$ cat config.mk
export PLATFORM = sky130hd
export DESIGN_NAME = sysid_ext_flat
export DESIGN_NICKNAME = d
export VERILOG_FILES = /design/src/rtl/sysid_ext_if.sv /design/src/rtl/sysid_ext.sv /design/src/flat_wrapper.sv
export SDC_FILE = /design/constraint.sdc
export NUM_CORES = 1
export LEC_CHECK = 0
export ABC_CLOCK_PERIOD_IN_PS = 1600
export CAP_MARGIN = 20
export CORE_MARGIN = 2
export CORE_UTILIZATION = 47
export CTS_BUF_LIST = sky130_fd_sc_hd__clkbuf_8 sky130_fd_sc_hd__clkbuf_16
export DETAILED_ROUTE_END_ITERATION = 8
export GPL_TIMING_DRIVEN = 0
export HOLD_SLACK_MARGIN = 0.06
export PLACE_DENSITY = 0.82
export SYNTH_ARGS = -nofsm -noshare
export SYNTH_HDL_FRONTEND = slang
export SYNTH_SLANG_ARGS = --single-unit
$ cat constraint.sdc
create_clock -name clock -period 1.6 [get_ports clock]
set_clock_uncertainty 0.1 [all_clocks]
set_input_delay 0.48 -clock clock [delete_from_list [all_inputs] [get_ports clock]]
set_output_delay 0.48 -clock clock [all_outputs]
set_load 0.02 [all_outputs]
$ cat src/rtl/sysid_ext_if.sv
// Avalon-MM slave bus bundle for the system-ID / uptime block.
interface sysid_ext_if;
  logic [2:0]  address;
  logic        read;
  logic        write;
  logic [31:0] writedata;
  logic [3:0]  byteenable;
  logic [31:0] readdata;
  logic        readdatavalid;
  logic        irq;

  modport master (
    output address, read, write, writedata, byteenable,
    input  readdata, readdatavalid, irq
  );

  modport slave (
    input  address, read, write, writedata, byteenable,
    output readdata, readdatavalid, irq
  );
endinterface

$ cat src/rtl/sysid_ext.sv
// System ID / build timestamp / scratch register block with an optional
// prescaled 64-bit uptime counter and alarm interrupt.
// Optional feature: define SYSID_UPTIME_EN to build the prescaler, uptime
// counter, high-word shadow and alarm logic.
module sysid_ext #(
  parameter logic [31:0] SYSTEM_ID    = 32'h0000_0000,
  parameter logic [31:0] TIMESTAMP    = 32'h0000_0000,
  parameter int unsigned PRESCALE_DIV = 1
) (
  input  logic        clock,
  input  logic        reset,
  sysid_ext_if.slave  bus
);

  localparam int unsigned DW = 32;
  localparam int unsigned NB = DW / 8;

`ifdef SYSID_UPTIME_EN
  localparam logic UPTIME_PRESENT = 1'b1;
`else
  localparam logic UPTIME_PRESENT = 1'b0;
`endif

  localparam logic [DW-1:0] CAPS = {16'(PRESCALE_DIV), 15'b0, UPTIME_PRESENT};

  // Byte-lane merge of write data into a register value.
  function automatic logic [DW-1:0] merge_lanes(input logic [DW-1:0] cur,
                                                input logic [DW-1:0] wd,
                                                input logic [NB-1:0] be);
    logic [DW-1:0] res;
    res = cur;
    for (int i = 0; i < int'(NB); i++) begin
      if (be[i]) res[i*8 +: 8] = wd[i*8 +: 8];
    end
    return res;
  endfunction

  logic          wr_scratch;
  logic          wr_status;
  logic [DW-1:0] scratch;
  logic          pending;
  logic          irq_en;
  logic          pending_nxt;
  logic          irq_en_nxt;
  logic          alarm_hit;
  logic [DW-1:0] up_lo;
  logic [DW-1:0] up_hi_shadow;
  logic [DW-1:0] alarm_val;
  logic [DW-1:0] rd_mux;

  assign wr_scratch = bus.write && (bus.address == 3'd4);
  assign wr_status  = bus.write && (bus.address == 3'd7);

`ifdef SYSID_UPTIME_EN
  logic [15:0]   prescaler;
  logic [63:0]   uptime;
  logic [DW-1:0] shadow;
  logic [DW-1:0] alarm;
  logic          tick;
  logic          wr_alarm;
  logic          rd_lo;

  assign tick      = (prescaler == 16'(PRESCALE_DIV - 1));
  assign wr_alarm  = bus.write && (bus.address == 3'd6);
  assign rd_lo     = bus.read && (bus.address == 3'd2);
  // Match is against the low word as it will be after this tick.
  assign alarm_hit = tick && ((uptime[DW-1:0] + 32'd1) == alarm);

  // Prescaler, uptime counter, high-word shadow and alarm register.
  always_ff @(posedge clock) begin
    if (reset) begin
      prescaler <= '0;
      uptime    <= '0;
      shadow    <= '0;
      alarm     <= '0;
    end else begin
      if (tick) begin
        prescaler <= '0;
        uptime    <= uptime + 64'd1;
      end else begin
        prescaler <= prescaler + 16'd1;
      end
      // Shadow captures the high half coherently with the low-word read.
      if (rd_lo)    shadow <= uptime[63:32];
      if (wr_alarm) alarm  <= merge_lanes(alarm, bus.writedata, bus.byteenable);
    end
  end

  assign up_lo        = uptime[DW-1:0];
  assign up_hi_shadow = shadow;
  assign alarm_val    = alarm;
`else
  assign alarm_hit    = 1'b0;
  assign up_lo        = '0;
  assign up_hi_shadow = '0;
  assign alarm_val    = '0;
`endif

  // Read data select, using register values from before this edge's write.
  always_comb begin
    rd_mux = '0;
    case (bus.address)
      3'd0: rd_mux = SYSTEM_ID;
      3'd1: rd_mux = TIMESTAMP;
      3'd2: rd_mux = up_lo;
      3'd3: rd_mux = up_hi_shadow;
      3'd4: rd_mux = scratch;
      3'd5: rd_mux = CAPS;
      3'd6: rd_mux = alarm_val;
      3'd7: rd_mux = {30'b0, irq_en, pending};
    endcase
  end

  // Pending / irq-enable next state; an alarm set beats a same-cycle clear.
  always_comb begin
    pending_nxt = pending;
    irq_en_nxt  = irq_en;
    if (wr_status) begin
      irq_en_nxt = bus.writedata[1];
      if (bus.writedata[0]) pending_nxt = 1'b0;
    end
    if (alarm_hit) pending_nxt = 1'b1;
  end

  // Bus response, scratch register and interrupt state.
  always_ff @(posedge clock) begin
    if (reset) begin
      bus.readdata      <= '0;
      bus.readdatavalid <= 1'b0;
      bus.irq           <= 1'b0;
      scratch           <= '0;
      pending           <= 1'b0;
      irq_en            <= 1'b0;
    end else begin
      bus.readdatavalid <= bus.read;
      if (bus.read) bus.readdata <= rd_mux;
      if (wr_scratch) scratch <= merge_lanes(scratch, bus.writedata, bus.byteenable);
      pending <= pending_nxt;
      irq_en  <= irq_en_nxt;
      bus.irq <= pending_nxt & irq_en_nxt;
    end
  end

endmodule

$ cat src/flat_wrapper.sv
// flat-port wrapper written by rule: the top's interface ports become plain ports
module sysid_ext_flat 
#(
  parameter logic [31:0] SYSTEM_ID    = 32'h0000_0000,
  parameter logic [31:0] TIMESTAMP    = 32'h0000_0000,
  parameter int unsigned PRESCALE_DIV = 1
)
  (clock, reset, bus_address, bus_read, bus_write, bus_writedata, bus_byteenable, bus_readdata, bus_readdatavalid, bus_irq);
  sysid_ext_if bus_i ();
  input  logic clock;
  input  logic reset;
  input wire logic [$bits(bus_i.address)-1:0] bus_address;
  input wire logic [$bits(bus_i.read)-1:0] bus_read;
  input wire logic [$bits(bus_i.write)-1:0] bus_write;
  input wire logic [$bits(bus_i.writedata)-1:0] bus_writedata;
  input wire logic [$bits(bus_i.byteenable)-1:0] bus_byteenable;
  output wire logic [$bits(bus_i.readdata)-1:0] bus_readdata;
  output wire logic [$bits(bus_i.readdatavalid)-1:0] bus_readdatavalid;
  output wire logic [$bits(bus_i.irq)-1:0] bus_irq;
  assign bus_i.address = bus_address;
  assign bus_i.read = bus_read;
  assign bus_i.write = bus_write;
  assign bus_i.writedata = bus_writedata;
  assign bus_i.byteenable = bus_byteenable;
  assign bus_readdata = bus_i.readdata;
  assign bus_readdatavalid = bus_i.readdatavalid;
  assign bus_irq = bus_i.irq;
  sysid_ext #(.SYSTEM_ID(SYSTEM_ID), .TIMESTAMP(TIMESTAMP), .PRESCALE_DIV(PRESCALE_DIV)) u_core (.clock(clock), .reset(reset), .bus(bus_i));
endmodule
After elaboration in Yosys (flattened, before gate mapping)
Cells that the tools add are included.
{ "op_classes": {"n_eq_ne": 7, "n_mux": 4, "bitwise": 1, "n_reduce_logical": 8} }
{ "ops": {"columns": ["operator", "count"], "rows": [
  ["$pmux 32 s4", 1],
  ["$eq 3x3->1 const B", 4],
  ["$reduce_and 2->1", 4],
  ["$eq 3x2->1 const B", 2],
  ["$reduce_or 5->1", 1],
  ["$eq 3x1->1 const B", 1],
  ["$logic_not 3->1", 1],
  ["$mux 1", 3],
  ["$logic_and 1x1->1", 2],
  ["$and 1x1->1", 1]
]} }
{ "totals": {"reg_bits": 68, "in_bits": 43, "out_inout_bits": 34} }

Longest topological paths before layout
{ "logic_depth": {"depth_word": 4, "ltp_mapped": 5, "ltp_nobuf": 3} }

Worst setup path before layout
Ideal clock, no wire load.
{ "synth_timing": {"kind": "input to register", "start": "input reset", "end": "register u_core.bus.readdata[10]", "setup_ps": 128, "arrival_ps": 1173, "t_required_ps": 1372, "path_slack_ps": 199, "cell_stages": 4, "path_buffers": 3, "cell_sequence": "buf_2 clkbuf_1 clkbuf_1 nor2_1"} }
{ "synth_lines": {"columns": ["item", "line_no", "rtl"], "rows": [
  ["start, declared", "flat_wrapper.sv:11", "input logic reset;"],
  ["end signal, assigned", "sysid_ext.sv:136", "if (bus.read) bus.readdata <= rd_mux;"],
  ["end, declared", "sysid_ext_if.sv:19", "output readdata, readdatavalid, irq"]
]} }
No word-level cell between the ends.

Worst setup path after layout
{ "layout_timing": {"start": "register u_core.bus.readdata[16]", "end": "output bus_readdata[16]"} }
{ "layout_lines": {"columns": ["item", "line_no", "rtl"], "rows": [
  ["end, declared", "flat_wrapper.sv:17", "output wire logic [$bits(bus_i.readdata)-1:0] bus_readdata;"]
]} }
No word-level cell between the ends.

==> metrics.csv <==
metric,value,unit
Crit path required time,1.02,ns
clk slew on worst S/H paths,0.06,ns
Residual DRC,0,
worst-case clock buffer depth,2,
share of layout cells above drive strength 1,23.4,%
worst vdd ir,0.000607,V
HP Class,flop to flop,
mapped cell area,2780,µm²
Worst R2R Setup Slack,0.65,ns
Sink Count,68,
Area Growth Syn to Fin,33.1,%
Initial Util,49.5,%
first-pass GRT wire length,10800,µm
CP Class,flop to output port,
Fmax achieved,632,MHz
Final period util,98.8,%
FF-to-FF Start,u_core.bus.readdata[0],
hold path startpoint,u_core.scratch[12],
max_cap viols,0,
wire length per cell,15.7,µm
Die X,80.9,µm
Mapped Cells,276,
"Hold Violations, Final",0,
initial antenna violation count,0,
DR vias/cell,5.41,
worst slew pin tran,0.513,ns
crit start category,flop,
Slew Limit Fails,0,
Vias,2353,
diode count,0,
largest net degree at the start of global routing,11,
sequential-to-total area share from yosys stat,49.0,%
Total GRT Usage,21.8,%
cell count of the worst reg-to-reg path,2,
PortBufs,71,
"slowest stage cell, crit path",dfxtp_1,
Worst Path Max Fanout,2,
min Tclk post-route,1.58,ns
Num CTS Buffers,9,
Die H,80.9,µm
Ports,77,
"Largest stage delay, worst path",0.35,ns
Layout Nets,402,
Yosys reg bits,68,
setup slack after layout,0.0185,ns
Worst Path Buf+Inv,1,
CP Cell Sequence,clkdlybuf4s15_1,
drt first pass iters,4,
final setup vio count,0,
CTS tree,done,
warnings from Yosys,0,
initial DRC count,158,
syn avg cell area,10.1,µm²
Pwr per Cell Area,866,nW/µm²
most frequent cells in the layout,"dfxtp_1, nand2b_1, clkdlybuf4s50_1",
Critical Path Sink Type,output port,
Die Area,6540,µm²
fin util,65.9,%
final wirelength,6820,µm
"CP delay by family, top",flip-flops,
P_leak,0.00138,µW
CP Data Arrival Time,1.00,ns
status,finished clean,
Post-Place Setup Slack,-0.456,ns
"commonest non-fill, non-tap cell in the layout",dfxtp_1,
Post-DRT Antenna Nets,0,
FP Rows,27,
Detailed Place HPWL,4780,µm
r2r endpoint,u_core.bus.readdata[0],
gpl congestion,0.778,
GRT overflow,0,
H-tree levels,3,
Synth cell types,19,
Slew HR,65.8,%
clk_lat worst skew,0.34,ns
Hold Path End,u_core.scratch[12],
core area,5610,µm²
Root Driver,clkbuf_8,
vias in the first global route,2374,
syn nets,319,
hold depth,2,
-- metrics by stage --
step | hold WS [ns] | power [µW] | std cells | cell area [µm²] | TNS, ns
finish | 0.374 | 3200 | 435 | 3700 | 0
floorplan | 0.350 | 1870 | 276 | 2780 | 0
CTS | 0.376 | 3220 | 435 | 3740 | 0
global route | 0.396 | 3300 | 435 | 3700 | -0.0140
detailed placement | 0.365 | 2010 | 419 | 3580 | -26.82
global placement | 0.362 | 2010 | 419 | 3580 | -24.29
-- flip-flops by register name, indices dropped and copies added (netlist names) --
name	cells
u_core.bus.readdata	32
u_core.scratch	32
u_core.bus.irq	1
u_core.pending	1
u_core.irq_en	1
u_core.bus.readdatavalid	1
-- Yosys cell counts, drive strengths merged --
library cell / count / area (µm²)
nand2b: 34 / 213
nand3b: 1 / 7.51
nand4b: 32 / 280
nor2: 32 / 120
o21ai: 32 / 280
and2: 4 / 35.0
dfxtp: 68 / 1360
clkbuf: 16 / 60.1
nand2: 2 / 7.51
inv: 2 / 7.51
a22oi: 29 / 218
a222oi: 2 / 20.0
a21oi: 4 / 20.0
o2111ai: 1 / 8.76
and4bb: 2 / 25.0
and4: 2 / 17.5
buf: 13 / 96.3
-- final cells by class --
type	instances	area, µm²
clock buffer	11	151
tap	72	90.1
sequential	68	1360
inverter	2	7.51
timing repair buffer	73	643
multi-input combinational	177	1250
fill	487	1910
buffer	28	174
clock inverter	4	17.5
-- power breakdown --
| part | internal (µW) | total [µW] | switching (µW) |
|---|---|---|---|
| sequential | 1710 | 1710 | 7.01 |
| combinational | 139 | 264 | 125 |
| clock | 621 | 1220 | 602 |
-- cell families (layout without fill, tap and decap cells) --
| kind of cell | Yosys count | count (layout) | share of synthesized area, % |
|---|---|---|---|
| simple gates | 109 | 109 | 25.4 |
| compound gates | 68 | 68 | 19.7 |
| flops | 68 | 68 | 49.0 |
| buf+inv | 31 | 118 | 5.90 |
-- metal layers --
layer	wire, µm	track usage, %
met5	0	0
met4	96	8.64
met3	397	6.56
met2	3250	36.9
met1	3080	25.8
-- worst max path at each step --
stage / start / end / slack [ns] / depth (start not counted)
floorplan: reset / u_core.bus.readdata[10] / 0.20 / 4
global placement: bus_address[0] / u_core.scratch[29] / -0.43 / 6
detailed placement: bus_address[0] / u_core.bus.readdata[1] / -0.46 / 5
CTS: u_core.bus.readdata[20] / bus_readdata[20] / 0.002 / 1
global route: bus_write / u_core.scratch[17] / -0.006 / 6
finish: u_core.bus.readdata[16] / bus_readdata[16] / 0.02 / 1
-- timing repair --
item | CTS | global route
resized for setup | 65 | 38
gates cloned | 0 | 1
setup endpoints to repair | 97 | 49
setup buffers | 1 | 0
hold endpoints to repair | 0 | 0
hold buffers | 0 | 0
pin swaps | 2 | 0
Note: power is estimated with default switching activity, not from simulation.
